[src/rtl/exec_stage_pkg.sv]
// exec_stage_pkg: shared ALU encodings, FSM states and default widths for the execute stage.
package exec_stage_pkg;

    localparam int WORD_WIDTH_DEF           = 32;
    localparam int REGISTER_INDEX_WIDTH_DEF = 5;
    localparam int OFFSET_SIZE_DEF          = 15;
    localparam int MUL_STAGES_DEF           = 5;

    localparam logic [1:0] ALU_OP_ADD  = 2'b00;
    localparam logic [1:0] ALU_OP_SUB  = 2'b01;
    localparam logic [1:0] ALU_OP_MUL  = 2'b10;
    localparam logic [1:0] ALU_OP_PASS = 2'b11;

    localparam logic [31:0] NOP_INSTRUCTION = 32'h0000_0000;

    typedef enum logic [0:0] {
        ST_IDLE     = 1'b0,
        ST_MUL_BUSY = 1'b1
    } exec_state_e;

endpackage

[src/rtl/exec_stage_mul_pipeline.sv]
// exec_stage_mul_pipeline: MUL_STAGES-deep registered multiplier with a valid bit per stage.
module exec_stage_mul_pipeline #(
    parameter int WORD_WIDTH = 32,
    parameter int MUL_STAGES = 5
) (
    input  logic                  clk,
    input  logic                  rst_n,
    input  logic                  start,
    input  logic                  advance,
    input  logic                  flush,
    input  logic [WORD_WIDTH-1:0] operand_a,
    input  logic [WORD_WIDTH-1:0] operand_b,
    output logic [WORD_WIDTH-1:0] result,
    output logic                  result_valid
);

    logic [WORD_WIDTH-1:0] product_s;
    logic [WORD_WIDTH-1:0] stage_data_r [MUL_STAGES];
    logic [MUL_STAGES-1:0] stage_valid_r;

    assign product_s = operand_a * operand_b;

    // Shift register of partial results; only the low word of the product is ever needed.
    always_ff @(posedge clk or negedge rst_n) begin
        if (!rst_n) begin
            stage_valid_r <= '0;
            for (int i = 0; i < MUL_STAGES; i++) begin
                stage_data_r[i] <= '0;
            end
        end else if (flush) begin
            stage_valid_r <= '0;
        end else if (advance) begin
            stage_valid_r   <= {stage_valid_r[MUL_STAGES-2:0], start};
            stage_data_r[0] <= product_s;
            for (int i = 1; i < MUL_STAGES; i++) begin
                stage_data_r[i] <= stage_data_r[i-1];
            end
        end else begin
            stage_valid_r <= stage_valid_r;
        end
    end

    assign result       = stage_data_r[MUL_STAGES-1];
    assign result_valid = stage_valid_r[MUL_STAGES-1];

endmodule

[src/rtl/exec_stage.sv]
// exec_stage: single-cycle ALU plus pipelined MUL, registered toward the memory stage.
// Build macro EXEC_STALL_COUNTER_EN adds the mul_stall_cycles output.
module exec_stage
    import exec_stage_pkg::*;
#(
    parameter int WORD_WIDTH           = WORD_WIDTH_DEF,
    parameter int REGISTER_INDEX_WIDTH = REGISTER_INDEX_WIDTH_DEF,
    parameter int OFFSET_SIZE          = OFFSET_SIZE_DEF,
    parameter int MUL_STAGES           = MUL_STAGES_DEF
) (
    input  logic                            clk,
    input  logic                            rst_n,
    input  logic                            valid_in,
    input  logic [1:0]                      alu_op_in,
    input  logic                            alu_src_in,
    input  logic [WORD_WIDTH-1:0]           first_input_in,
    input  logic [WORD_WIDTH-1:0]           second_input_in,
    input  logic [OFFSET_SIZE-1:0]          offset_in,
    input  logic [REGISTER_INDEX_WIDTH-1:0] destination_register_in,
    input  logic                            reg_write_in,
    input  logic                            d_cache_access_in,
    input  logic                            d_cache_op_in,
    input  logic                            is_byte_op_in,
    input  logic                            stall_in,
    input  logic                            flush_in,
    output logic                            valid_out,
    output logic [WORD_WIDTH-1:0]           result_out,
    output logic [WORD_WIDTH-1:0]           store_data_out,
    output logic [REGISTER_INDEX_WIDTH-1:0] destination_register_out,
    output logic                            reg_write_out,
    output logic                            d_cache_access_out,
    output logic                            d_cache_op_out,
    output logic                            is_byte_op_out,
    output logic                            execution_empty
`ifdef EXEC_STALL_COUNTER_EN
    ,
    output logic [31:0]                     mul_stall_cycles
`endif
);

    localparam int CNT_W = (MUL_STAGES > 1) ? $clog2(MUL_STAGES) : 1;
    localparam logic [CNT_W-1:0] CNT_START = CNT_W'(MUL_STAGES - 1);
    localparam logic [CNT_W-1:0] CNT_ONE   = CNT_W'(1);

    exec_state_e                     state_r, state_s;
    logic [CNT_W-1:0]                cnt_r, cnt_s;
    logic                            mul_start_s, mul_done_s, idle_update_s;
    logic [WORD_WIDTH-1:0]           operand_b_s, alu_result_s, mul_result_s;
    logic                            mul_result_valid_s;
    logic [WORD_WIDTH-1:0]           held_store_r;
    logic [REGISTER_INDEX_WIDTH-1:0] held_dest_r;
    logic [3:0]                      held_ctrl_r;

    // Operand B: register value or sign-extended immediate.
    always_comb begin
        operand_b_s = second_input_in;
        if (alu_src_in) begin
            operand_b_s = {{(WORD_WIDTH-OFFSET_SIZE){offset_in[OFFSET_SIZE-1]}}, offset_in};
        end else begin
            operand_b_s = second_input_in;
        end
    end

    // Single-cycle ALU; MUL results come from the pipeline instead.
    always_comb begin
        alu_result_s = '0;
        case (alu_op_in)
            ALU_OP_ADD:  alu_result_s = first_input_in + operand_b_s;
            ALU_OP_SUB:  alu_result_s = first_input_in - operand_b_s;
            ALU_OP_PASS: alu_result_s = operand_b_s;
            default:     alu_result_s = '0;
        endcase
    end

    // Next state and MUL down-counter; flush wins over stall and accept.
    always_comb begin
        state_s       = state_r;
        cnt_s         = cnt_r;
        mul_start_s   = 1'b0;
        mul_done_s    = 1'b0;
        idle_update_s = 1'b0;
        if (flush_in) begin
            state_s = ST_IDLE;
            cnt_s   = '0;
        end else begin
            case (state_r)
                ST_IDLE: begin
                    idle_update_s = ~stall_in;
                    if (!stall_in && valid_in && (alu_op_in == ALU_OP_MUL)) begin
                        state_s     = ST_MUL_BUSY;
                        cnt_s       = CNT_START;
                        mul_start_s = 1'b1;
                    end else begin
                        state_s = ST_IDLE;
                    end
                end
                ST_MUL_BUSY: begin
                    if (stall_in) begin
                        state_s = ST_MUL_BUSY;
                    end else if (cnt_r == '0) begin
                        state_s    = ST_IDLE;
                        mul_done_s = 1'b1;
                    end else begin
                        cnt_s = cnt_r - CNT_ONE;
                    end
                end
                default: begin
                    state_s = ST_IDLE;
                    cnt_s   = '0;
                end
            endcase
        end
    end

    // FSM state and counter registers.
    always_ff @(posedge clk or negedge rst_n) begin
        if (!rst_n) begin
            state_r <= ST_IDLE;
            cnt_r   <= '0;
        end else begin
            state_r <= state_s;
            cnt_r   <= cnt_s;
        end
    end

    exec_stage_mul_pipeline #(
        .WORD_WIDTH (WORD_WIDTH),
        .MUL_STAGES (MUL_STAGES)
    ) u_mul_pipeline (
        .clk          (clk),
        .rst_n        (rst_n),
        .start        (mul_start_s),
        .advance      (~stall_in),
        .flush        (flush_in),
        .operand_a    (first_input_in),
        .operand_b    (operand_b_s),
        .result       (mul_result_s),
        .result_valid (mul_result_valid_s)
    );

    // Memory-stage output registers and the MUL side-band held until completion.
    always_ff @(posedge clk or negedge rst_n) begin
        if (!rst_n) begin
            {valid_out, result_out, store_data_out, destination_register_out,
             reg_write_out, d_cache_access_out, d_cache_op_out, is_byte_op_out} <= '0;
            execution_empty <= 1'b1;
            held_store_r    <= '0;
            held_dest_r     <= '0;
            held_ctrl_r     <= 4'b0000;
        end else if (flush_in) begin
            {valid_out, result_out, store_data_out, destination_register_out,
             reg_write_out, d_cache_access_out, d_cache_op_out, is_byte_op_out} <= '0;
            execution_empty <= 1'b1;
        end else if (mul_done_s) begin
            valid_out                <= mul_result_valid_s;
            result_out               <= mul_result_s;
            store_data_out           <= held_store_r;
            destination_register_out <= held_dest_r;
            {reg_write_out, d_cache_access_out, d_cache_op_out, is_byte_op_out} <= held_ctrl_r;
            execution_empty          <= 1'b1;
        end else if (mul_start_s) begin
            {valid_out, result_out, store_data_out, destination_register_out,
             reg_write_out, d_cache_access_out, d_cache_op_out, is_byte_op_out} <= '0;
            execution_empty <= 1'b0;
            held_store_r    <= second_input_in;
            held_dest_r     <= destination_register_in;
            held_ctrl_r     <= {reg_write_in, d_cache_access_in, d_cache_op_in, is_byte_op_in};
        end else if (idle_update_s && valid_in) begin
            valid_out                <= 1'b1;
            result_out               <= alu_result_s;
            store_data_out           <= second_input_in;
            destination_register_out <= destination_register_in;
            {reg_write_out, d_cache_access_out, d_cache_op_out, is_byte_op_out} <=
                {reg_write_in, d_cache_access_in, d_cache_op_in, is_byte_op_in};
        end else if (idle_update_s) begin
            {valid_out, result_out, store_data_out, destination_register_out,
             reg_write_out, d_cache_access_out, d_cache_op_out, is_byte_op_out} <= '0;
        end else begin
            execution_empty <= execution_empty;
        end
    end

`ifdef EXEC_STALL_COUNTER_EN
    // Saturating count of edges spent with a MUL in flight.
    always_ff @(posedge clk or negedge rst_n) begin
        if (!rst_n) begin
            mul_stall_cycles <= 32'd0;
        end else if ((state_r == ST_MUL_BUSY) && !flush_in && (mul_stall_cycles != 32'hFFFF_FFFF)) begin
            mul_stall_cycles <= mul_stall_cycles + 32'd1;
        end else begin
            mul_stall_cycles <= mul_stall_cycles;
        end
    end
`endif

endmodule

[config.mk]
export PLATFORM = sky130hd
export DESIGN_NAME = exec_stage
export DESIGN_NICKNAME = d
export VERILOG_FILES = /design/src/rtl/exec_stage_pkg.sv /design/src/rtl/exec_stage_mul_pipeline.sv /design/src/rtl/exec_stage.sv
export SDC_FILE = /design/constraint.sdc
export NUM_CORES = 2
export LEC_CHECK = 0
export CORE_AREA = 2 2 230 232
export CTS_BUF_LIST = sky130_fd_sc_hd__clkbuf_4
export DETAILED_ROUTE_END_ITERATION = 8
export DIE_AREA = 0 0 232 234
export DONT_BUFFER_PORTS = 1
export PLACE_DENSITY = 0.72
export SLEW_MARGIN = 30
export SYNTH_ARGS = -nofsm -noshare
export SYNTH_HDL_FRONTEND = slang
export SYNTH_SLANG_ARGS = --single-unit
[constraint.sdc]
create_clock -name clk -period 3.7 [get_ports clk]
set_clock_uncertainty 0.05 [all_clocks]
set_input_delay 0.74 -clock clk [delete_from_list [all_inputs] [get_ports clk]]
set_output_delay 0.74 -clock clk [all_outputs]
set_load 0.01 [all_outputs]
Word level (Yosys, flattened, before mapping):

Index checks and enable logic that the tools add are counted.
W data, S select, Z words.

* add/sub/neg operators: 3
* $mul: 1
* eq/ne operators: 7
* muxes and demuxes: 60
* bitwise logic cells: 4
* reduce and logical (&&, ||, !) cells: 11

Operators by type and width (count)
* $mux W32: 10
* $pmux W32 S3: 1
* $mux W1: 36
* $mux W5: 7
* $add A32 B32 Y32: 1
* $mul A32 B32 Y32: 1
* $sub A32 B32 Y32: 1
* $mux W3: 4
* $ne A3 B3 Y1 const B: 3
* $pmux W3 S2: 1
* $reduce_and A3 Y1: 2
* $reduce_bool A5 Y1: 1
* $eq A2 B2 Y1 const B: 2
* $not A1 Y1: 4
* $logic_and A1 B1 Y1: 3
* $logic_not A3 Y1: 1
* $reduce_bool A3 Y1: 1
* $sub A3 B1 Y3 const B: 1
* $eq A2 B1 Y1 const B: 1
* $logic_not A2 Y1: 1
* $ne A2 B1 Y1 const B: 1
* $pmux W1 S2: 1
* $reduce_and A2 Y1: 1
* $logic_not A1 Y1: 1

* bits in registers: 285
* output and inout bits: 75
* word-level logic and storage cells: 106

Longest topological paths before layout:

* depth after elaboration: 9
* mapped depth: 30
* gate-level depth less buffers: 27

By module:

Synthesis repeated with hierarchy kept, for this count alone.

* cells, all modules: 3287
* area total of the unflattened synthesis: 30161.4 um^2

By module, submodules not included
* exec_stage_mul_pipeline: times used 1, cells an instance 2407, area an instance 22116.2 um^2
* exec_stage: times used 1, cells an instance 880, area an instance 8045.2 um^2

Worst setup path after synthesis:

No wires, ideal clock.

* path kind: input port to flip-flop
* start point: in alu_src_in
* end point: reg u_mul_pipeline.stage_data_r[157] (netlist bit)
* library setup time: 133 ps
* arrival time: 7949 ps
* data required time: 3517 ps
* setup slack: -4432 ps
* stages: 29
* buffers on the path: 4
* cell sequence: buf_4 > buf_4 > mux2_2 > clkbuf_1 > clkbuf_1 > and2_1 > fa_1 > inv_1 > fa_1 > fa_1 > fa_1 > inv_1 > fa_1 > inv_1 > fa_1 > inv_1 > fa_1 > fa_1 > ha_1 > a21oi_1 > o21ai_0 > or3b_2 > a221oi_1 > o41ai_1 > a21oi_1 > o21bai_1 > a21oi_1 > xor2_1 > o21ai_0

* word-level cells in the longest chain between the ends: 2

RTL lines
* from (decl): line exec_stage.sv:15 `input logic alu_src_in,`
* $mux W32: line exec_stage.sv:57 `if (alu_src_in) begin`
* $mul A32 B32 Y32: line exec_stage_mul_pipeline.sv:21 `assign product_s = operand_a * operand_b;`
* to (signal, indexed assignment): line exec_stage_mul_pipeline.sv:36 `stage_data_r[i] <= stage_data_r[i-1];`
* to (decl): line exec_stage_mul_pipeline.sv:18 `logic [WORD_WIDTH-1:0] stage_data_r [MUL_STAGES];`

No other way between the ends.
A chain may end at the register's enable or synchronous reset.

Worst setup path in the final report:

Same ends and word-level chain as after synthesis.

==> out/summary.txt <==
status -> complete, but fails checks
failing checks -> design-rule violations, negative hold slack, negative setup slack
netlist area before placement -> 29300 um2
first-pass GRT wire length -> 144 mm
Synth Flop Type -> dfrtp_1
wire per inst -> 21.9 um
CTS tree -> yes
Bufs on Longest Clock Path -> 3
Site Rows -> 84
Starting Density -> 0.563
drt pass-1 iters -> 9
worst r2r src -> state_r
final period utilization -> 1.87
pre-CTS WS -> -4.25 ns
flip-flop and latch count after synthesis -> 285
final net count -> 4120
number of synthesized flops with an enable pin -> 0
Slew Viols, Final -> 0
IO Port Bufs -> 0
final WL -> 92.0 mm
Final setup viols -> 40
hold slack -> -0.411 ns
CTS buffer count -> 78
global route overflow -> 0
Die X -> 232 um
worst path required time -> 4.26 ns
final count of hold timing violations -> 285
H-tree Lvls -> 3
Vias -> 23900
Critical Path Start Type -> input port
Cell Area, Placed -> 32400 um2
Layout Cell Area excl Fill -> 34500 um2
endpoint of the worst-slack reg-to-reg timing path -> result_out[14]
clock slew at reported path FFs -> 0.06 ns
ys async rst share -> 1.00
Seq/Total Area, Yosys -> 0.244
Core ar. -> 52000 um2
Die Height -> 234 um
CP peak stage delay -> 0.55 ns
worst min path class -> input port to async pin
Slew @ Worst Pin -> 0.856 ns
CP max-delay cell -> fa_1
CP dominant cell by count -> fa_1
Crit Path Category -> input port to flop
post-detail-place hpwl -> 69.7 mm
Vias per Instance -> 5.69
Die Footprint -> 54300 um2
critical path arrival -> 7.46 ns
Total GRT Usage -> 0.350
r2r setup slk -> 1.06 ns
Max Fanout on Critical Path -> 49
layout cells sized above 1 -> 0.196
Synth Instances -> 3169
antenna-violating nets left -> 0
Synthesis Warnings -> 0
initial antenna violation count -> 4
P&R area growth vs syn -> 17.9%
clk sink count -> 285
synth unique cells -> 65
clock root cell -> clkbuf_4
minimum clock period -> 6.90 ns
Slew HR -> 0.429
syn_nets -> 3832
Crit. End Element -> flop
Initial DRC Count -> 2385
vias in the first global route -> 25300
Top delay family on crit path -> adder cells
setup ws final -> -3.20 ns
IO Pins -> 171
max cap viols -> 0
RSZ-0062 raised after global routing -> yes
Synth Area per Inst -> 9.23 um2
buffer and inverter count on the worst path -> 4
Worst-Skew Late Latency -> 0.78 ns
largest net degree at the start of global routing -> 286
worst reg2reg path depth -> 5
fmax -> 145 MHz
RePlAce Congestion -> 1.00
DRC -> 1
[Yosys cell counts, types with 13 or more instances]
cell type  instances  area, um2
ha_1             158       1980
o22ai_1           13       81.3
dfrtp_1          284       7110
fa_1             409       8190
buf_1             19       71.3
mux2_2            66        743
o21ai_0           78        390
clkbuf_1         148        556
a21oi_1           77        385
nor2b_1           15       93.8
and2_1           266       1660
mux2i_1           17        170
a21o_1            25        188
inv_1            465       1750
xnor2_1          104        911
nand2_1          702       2640
xor2_1            43        377
nor2_1            74        278
a222oi_1          65        651
[through the flow]
stage / utilization / hold WS [ns] / TNS (ns) / std cells
2_1_floorplan: - / 0.389 / -82.61 / 3169
3_3_place_gp: 0.622 / 0.395 / -111.71 / 3993
3_5_place_dp: 0.622 / 0.397 / -113.44 / 3993
4_1_cts: 0.655 / -0.488 / -63.76 / 4178
5_1_grt: 0.663 / -0.468 / -71.82 / 4194
6_report: 0.663 / -0.411 / -68.04 / 4194
[area by class of cell]
cell class	count	area (um2)
clock inverters	12	83.8
inverters	466	1750
fillers	4108	17500
diodes	1	2.50
well taps	688	861
repair buffers	381	3170
flip-flops and latches	285	7130
clock buffers	116	871
multi-input cells	2245	20600
[cell families after synthesis]
kind of cell | after synthesis | synth area share
flops | 285 | 0.244
compound gates | 321 | 0.0749
fa+ha+maj | 567 | 0.347
mux | 85 | 0.0322
simple gates | 1125 | 0.175
xor+xnor | 147 | 0.0440
buf+inv | 639 | 0.0828
[what timing repair did]
action | in CTS | in global routing
resized for setup | 58 | 70
hold buffers | 40 | 3
endpoints found under the setup margin | 45 | 47
buffers inserted | 17 | 13
hold endpoints to repair | 352 | 288
pin swaps | 61 | 57
[worst max path at each step]
stage | startpoint | end | slack, ns | cells past startpoint
3_5_place_dp | alu_src_in | u_mul_pipeline.stage_data_r[157] | -4.25 | 23
2_1_floorplan | alu_src_in | u_mul_pipeline.stage_data_r[157] | -3.97 | 27
6_report | alu_src_in | u_mul_pipeline.stage_data_r[157] | -3.20 | 25
3_3_place_gp | alu_src_in | u_mul_pipeline.stage_data_r[157] | -4.22 | 26
4_1_cts | alu_src_in | u_mul_pipeline.stage_data_r[157] | -3.16 | 23
5_1_grt | alu_src_in | u_mul_pipeline.stage_data_r[157] | -3.43 | 23
[cells in the final DEF (no fill, tap or decap), types with 40 or more instances in the layout]
cell	synthesis	layout
clkbuf_4	0	116
fa_1	409	399
mux2_2	66	57
xor2_1	43	40
buf_4	2	313
xnor2_1	104	99
ha_1	158	137
and2_1	266	253
nand2_1	702	697
dlygate4sd3_1	0	43
dfrtp_1	284	284
nor2_1	74	66
inv_1	465	457
a222oi_1	65	65
a21oi_1	77	48
[state kept, by name, summed over array words and instances, names as in the netlist]
register	cells
cnt_r	3
d_cache_access_out	1
d_cache_op_out	1
destination_register_out	5
execution_empty	1
held_ctrl_r	4
held_dest_r	5
held_store_r	32
is_byte_op_out	1
reg_write_out	1
result_out	32
state_r	1
store_data_out	32
u_mul_pipeline.result	32
u_mul_pipeline.stage_data_r	128
u_mul_pipeline.stage_valid_r	5
valid_out	1
[worst reg2reg max path, cell delays in order, from the launching register on]
cell,delay [ns]
dfrtp_1,0.49
nor4bb_1,0.71
nor4b_2,0.22
and3_1,0.49
a222oi_1,0.39
o21ai_0,0.15
[layer usage]
metal / up-vias / global-route usage / part of all wire
li1: 10500 / - / -
met1: 12000 / 0.463 / 0.40
met2: 1169 / 0.540 / 0.45
met3: 225 / 0.109 / 0.12
met4: 4 / 0.136 / 0.038
met5: - / 0 / 0.00026
Power is left out: the tool's default activity adds up to more than one toggle a clock period on the data nets, which glitch-free logic cannot reach.
